===== src/rtl/canny_win_ctrl.sv =====
// canny_win_ctrl
// Sequencer for the Canny 3x3 window generator (two-tap line buffer plus a
// 3x3 register matrix). It follows the raster position of the incoming pixel
// stream, gates the line-buffer shift enable, flags the cycles in which the
// matrix holds a complete interior window, and reports the window centre.
// Mid-line stream gaps are trapped in an error state. A one-cycle pulse marks
// the end of the frame.
//
// Ports:
//   clk        system clock
//   rst        synchronous active-high reset
//   start      one-cycle pulse that arms a new frame (from IDLE or ERR)
//   din_vld    source pixel valid
//   shift_en   combinational line-buffer/matrix enable (accepted pixel)
//   busy       registered, high while priming or running
//   win_vld    registered, matrix holds a complete interior window
//   win_row    registered centre row of the current window
//   win_col    registered centre column of the current window
//   frame_done registered one-cycle pulse after the last pixel
//   line_err   registered sticky flag, din_vld dropped mid-line
module canny_win_ctrl #(
  parameter int IMG_W = 1024,
  parameter int IMG_H = 768,
  parameter int CW    = $clog2(IMG_W),
  parameter int RW    = $clog2(IMG_H)
) (
  input  logic          clk,
  input  logic          rst,
  input  logic          start,
  input  logic          din_vld,
  output logic          shift_en,
  output logic          busy,
  output logic          win_vld,
  output logic [RW-1:0] win_row,
  output logic [CW-1:0] win_col,
  output logic          frame_done,
  output logic          line_err
);

  typedef enum logic [2:0] {
    S_IDLE,
    S_PRIME,
    S_RUN,
    S_DONE,
    S_ERR
  } state_t;

  localparam logic [CW-1:0] COL_LAST   = CW'(IMG_W - 1);
  localparam logic [RW-1:0] ROW_LAST   = RW'(IMG_H - 1);
  localparam logic [RW-1:0] ROW_PRIMED = RW'(1);
  localparam logic [RW-1:0] ROW_TWO    = RW'(2);
  localparam logic [CW-1:0] COL_TWO    = CW'(2);

  state_t        state_q, state_d;
  logic [RW-1:0] row_q, row_d;
  logic [CW-1:0] col_q, col_d;
  logic          win_vld_q, win_vld_d;
  logic [RW-1:0] win_row_q, win_row_d;
  logic [CW-1:0] win_col_q, win_col_d;
  logic          frame_done_q, frame_done_d;
  logic          line_err_q, line_err_d;
  logic          busy_q, busy_d;
  logic          accept;

  // A pixel is consumed only while the sequencer is priming or running. The
  // same signal clocks the line buffer, so it must stay combinational to line
  // up with the pixel that is being accepted.
  always_comb begin
    accept = din_vld & ((state_q == S_PRIME) | (state_q == S_RUN));
  end

  assign shift_en   = accept;
  assign busy       = busy_q;
  assign win_vld    = win_vld_q;
  assign win_row    = win_row_q;
  assign win_col    = win_col_q;
  assign frame_done = frame_done_q;
  assign line_err   = line_err_q;

  // Next-state and next-output logic. The raster counters move only on
  // accepted pixels. A pixel at (r,c) with r>=2 and c>=2 completes the window
  // centred at (r-1,c-1), and the matrix shows it on the following cycle.
  // While a line is partly received (col != 0), a missing pixel would shift
  // stale data into the free-running matrix, so the frame is abandoned into
  // ERR. A gap at col 0 (between lines) is harmless.
  always_comb begin
    state_d      = state_q;
    row_d        = row_q;
    col_d        = col_q;
    win_vld_d    = 1'b0;
    win_row_d    = win_row_q;
    win_col_d    = win_col_q;
    frame_done_d = 1'b0;
    line_err_d   = line_err_q;

    case (state_q)
      S_IDLE: begin
        if (start) begin
          state_d = S_PRIME;
          row_d   = '0;
          col_d   = '0;
        end
      end

      S_PRIME, S_RUN: begin
        if (accept) begin
          if ((row_q >= ROW_TWO) && (col_q >= COL_TWO)) begin
            win_vld_d = 1'b1;
            win_row_d = row_q - RW'(1);
            win_col_d = col_q - CW'(1);
          end
          if (col_q == COL_LAST) begin
            col_d = '0;
            row_d = row_q + RW'(1);
          end else begin
            col_d = col_q + CW'(1);
          end
          if ((state_q == S_PRIME) && (row_q == ROW_PRIMED) && (col_q == COL_LAST)) begin
            state_d = S_RUN;
          end
          // Clearing the row here avoids overflowing a counter whose width
          // exactly fits IMG_H rows.
          if ((state_q == S_RUN) && (row_q == ROW_LAST) && (col_q == COL_LAST)) begin
            state_d      = S_DONE;
            frame_done_d = 1'b1;
            row_d        = '0;
          end
        end else if (col_q != '0) begin
          state_d    = S_ERR;
          line_err_d = 1'b1;
        end
      end

      S_DONE: begin
        state_d = S_IDLE;
      end

      S_ERR: begin
        if (start) begin
          state_d    = S_PRIME;
          line_err_d = 1'b0;
          row_d      = '0;
          col_d      = '0;
        end
      end

      default: begin
        state_d = S_IDLE;
      end
    endcase

    busy_d = (state_d == S_PRIME) | (state_d == S_RUN);
  end

  // State and output registers. Reset takes effect on the clock edge, so a
  // frame in progress is abandoned immediately.
  always_ff @(posedge clk) begin
    if (rst) begin
      state_q      <= S_IDLE;
      row_q        <= '0;
      col_q        <= '0;
      win_vld_q    <= 1'b0;
      win_row_q    <= '0;
      win_col_q    <= '0;
      frame_done_q <= 1'b0;
      line_err_q   <= 1'b0;
      busy_q       <= 1'b0;
    end else begin
      state_q      <= state_d;
      row_q        <= row_d;
      col_q        <= col_d;
      win_vld_q    <= win_vld_d;
      win_row_q    <= win_row_d;
      win_col_q    <= win_col_d;
      frame_done_q <= frame_done_d;
      line_err_q   <= line_err_d;
      busy_q       <= busy_d;
    end
  end

endmodule


===== config.mk =====
export PLATFORM = sky130hd
export DESIGN_NAME = canny_win_ctrl
export DESIGN_NICKNAME = d
export VERILOG_FILES = /design/src/rtl/canny_win_ctrl.sv
export SDC_FILE = /design/constraint.sdc
export NUM_CORES = 1
export LEC_CHECK = 0
export CAP_MARGIN = 30
export CORE_MARGIN = 3
export CORE_UTILIZATION = 60
export DETAILED_ROUTE_END_ITERATION = 8
export GPL_ROUTABILITY_DRIVEN = 0
export GPL_TIMING_DRIVEN = 0
export PLACE_DENSITY = 0.92
export SKIP_LAST_GASP = 1
export SLEW_MARGIN = 20
export SYNTH_ARGS = -nofsm -noshare
export SYNTH_HDL_FRONTEND = slang
export SYNTH_SLANG_ARGS = --single-unit

===== constraint.sdc =====
create_clock -name clk -period 3.8 [get_ports clk]
set_clock_uncertainty 0.15 [all_clocks]
set_input_delay 0.57 -clock clk [delete_from_list [all_inputs] [get_ports clk]]
set_output_delay 0.57 -clock clk [all_outputs]
set_load 0.02 [all_outputs]

==> results.yml <==
global_routing:
  grt_pass1_wl_mm: 10.2
  overflow: 0
  grt_pass1_vias: 2146
  track_usage: 0.252
  grt_max_degree: 15
  antenna_found_initial: 0
sta:
  setup_viol: 0
  drv_slew: 0
  timing.fmax_mhz: 314
  maxSlewHeadroom: 0.417
  min_period_over_period: 0.837
  rsz0062_at_grt: "no"
  hold_viol_final: 0
  finalSetupTns_ns: 0
  tightest_slew_ns: 0.867
  fin_crit_ns: 3.18
power_and_ir_drop:
  ir_worst_vdd_v: 0.000233
  p_per_area_mw_per_mm2: 356
  leakage_uw: 0.00106
synthesis:
  netlist_instances: 289
  syn-cell-area_mm2: 0.00254
  synth_edf_count: 0
  yosys-top-cells-area: "dfxtp_1 (37%), nor2_1 (6.5%), xnor2_1 (4.8%), xor2_1 (4.5%), a211oi_2 (3.9%)"
  yosys_warnings: 0
  yosys.area.top_type: "dfxtp_1"
  async_flop_share: 0
  seq_area_frac_synth: 0.371
  syn_nets: 301
  syn_avg_cell_area_um2: 8.78
  ys_types: 46
  synthFlopType: "dfxtp_1"
  synth.top_cell.area_share: 0.371
  yosys_register_bits: 47
run:
  maxCapViolCount: 0
floorplan:
  core_region_area_mm2: 0.00403
  start_util: 0.630
  die_x_um: 71.0
  num_io_pins: 29
  rows: 23
  die_area_mm2: 0.00504
  die_y_um: 71.0
cells_and_area:
  final_cell_area_mm2: 0.00301
  layout_commonest_cell: "dfxtp_1"
  layout_common_cells: "dfxtp_1 (47), nor2_1 (44), clkdlybuf4s50_1 (28)"
  area_growth_pct: 18.7
  antenna_cells: 0
  drive_above_1_share: 0.0985
  final_cell_count_no_fill: 375
  fin_nets: 336
placed_design:
  dp_hpwl_mm: 4.29
  port_buffers: 28
  post_dp_cell_area_mm2: 0.00288
  dp_cells: 367
detailed_routing:
  drtAntennaViolNets: 0
  firstDrtPassIters: 4
  wirelength_mm: 6.12
  vias: 2319
  remaining_drc_errors: 0
  via_per_inst: 6.18
  avgRoutedWirePerCell_um: 16.3
  drtIter0Drc: 175
worst_setup_path:
  cp_max_fo: 6
  path_class: "in2out"
  crit_path_end_kind: "output port"
  cp-start-kind: "input pin"
  cp.required_ns: 3.08
  crit_arrival_ns: 2.46
min_path:
  holdCritPathClass: "reg2reg"
clock_network:
  cts_buffers: 5
  cts_tree: "done"
  root_buffer: "clkbuf_8"
  holdBufCountCts: 0
  cts_sinks: 47
  clk_pin_slew_ns: 0.08
  cts_max_level: 2
  ctsResizeCount: 0
  clock_path_buffers: 2
  clk_latency_ns: 0.30
  post_cts_buffers: 0
status:
  status: "finished clean"
==> where the power goes <==
group	total [uW]	internal (uW)	switching [uW]
clock	435	263	172
sequential	506	498	8.11
combinational	130	48.7	81.8
total	1070	810	262
==> cells in the mapped netlist (all sizes together) (2+ instances only) <==
cell type	n
inv	7
a311oi	2
nand4	4
buf	9
nand3	7
clkbuf	12
nand2b	6
nor3b	2
ha	8
and3	2
o2111ai	6
or3	3
and2	4
nor2	44
nor4	6
o21ai	7
and4	3
a31oi	4
o31ai	3
a21oi	11
nor3	7
xnor2	14
o211ai	5
or4	6
a211oi	19
nand2	11
xor2	13
nor2b	4
dfxtp	47
==> final cells by class <==
class / count / area, um^2
plain buffers: 21 / 118
clock buffers: 6 / 72.6
clock inverters: 2 / 60.1
fillers: 295 / 1020
inverters: 7 / 26.3
multi-input cells: 214 / 1450
flip-flops and latches: 47 / 941
well taps: 50 / 62.6
repair buffers: 28 / 280
==> worst max-delay path, stage by stage <==
cell and delay [ns]:
clkdlybuf4s50_1 0.59, nand2b_1 0.14, a21oi_1 0.45, clkdlybuf4s50_1 0.71
==> stage by stage <==
stage	util	setup WS [ns]	total power, uW	hold slack, ns
final	0.748	0.620	1070	0.345
after global routing	0.748	0.571	1110	0.378
after CTS	0.748	0.643	1070	0.349
after detailed placement	0.715	0.670	643	0.332
after global placement	0.715	0.664	641	0.328
after floorplan	-	1.58	611	0.333
==> state kept, by name (all words and copies together), names as in the netlist <==
register,flops
frame_done,1
win_row,10
col_q,10
state_q,3
win_col,10
busy,1
line_err,1
win_vld,1
row_q,10
==> path summary, 6_finish.rpt <==
| check | start | end | slack [ns] | cells after the start |
|---|---|---|---|---|
| min reg2reg | line_err$_SDFFE_PP0P_ | line_err$_SDFFE_PP0P_ | 0.35 | 2 |
| min | line_err$_SDFFE_PP0P_ | line_err$_SDFFE_PP0P_ | 0.35 | 2 |
| max | din_vld | shift_en | 0.62 | 4 |
| max reg2reg | row_q[6]$_SDFFE_PP0P_ | win_col[1]$_SDFFE_PP0P_ | 1.27 | 7 |
==> cell families (layout without fill, tap and decap cells) <==
| logic type | count (synthesis) | in the layout | synth area share |
|---|---|---|---|
| simple gates | 114 | 114 | 0.233 |
| fa+ha+maj | 8 | 8 | 0.0395 |
| compound gates | 65 | 65 | 0.206 |
| buf+inv | 28 | 64 | 0.0567 |
| flops | 47 | 47 | 0.371 |
| xor+xnor | 27 | 27 | 0.0932 |
==> metal layers <==
metal | part of all wire | global-route usage | vias to the layer above
li1 | - | - | 1112
met1 | 0.41 | 0.327 | 1087
met4 | 0.018 | 0.0668 | 0
met5 | 0 | 0 | -
met3 | 0.075 | 0.0412 | 15
met2 | 0.49 | 0.434 | 105
(Power assumes the default switching activity.)
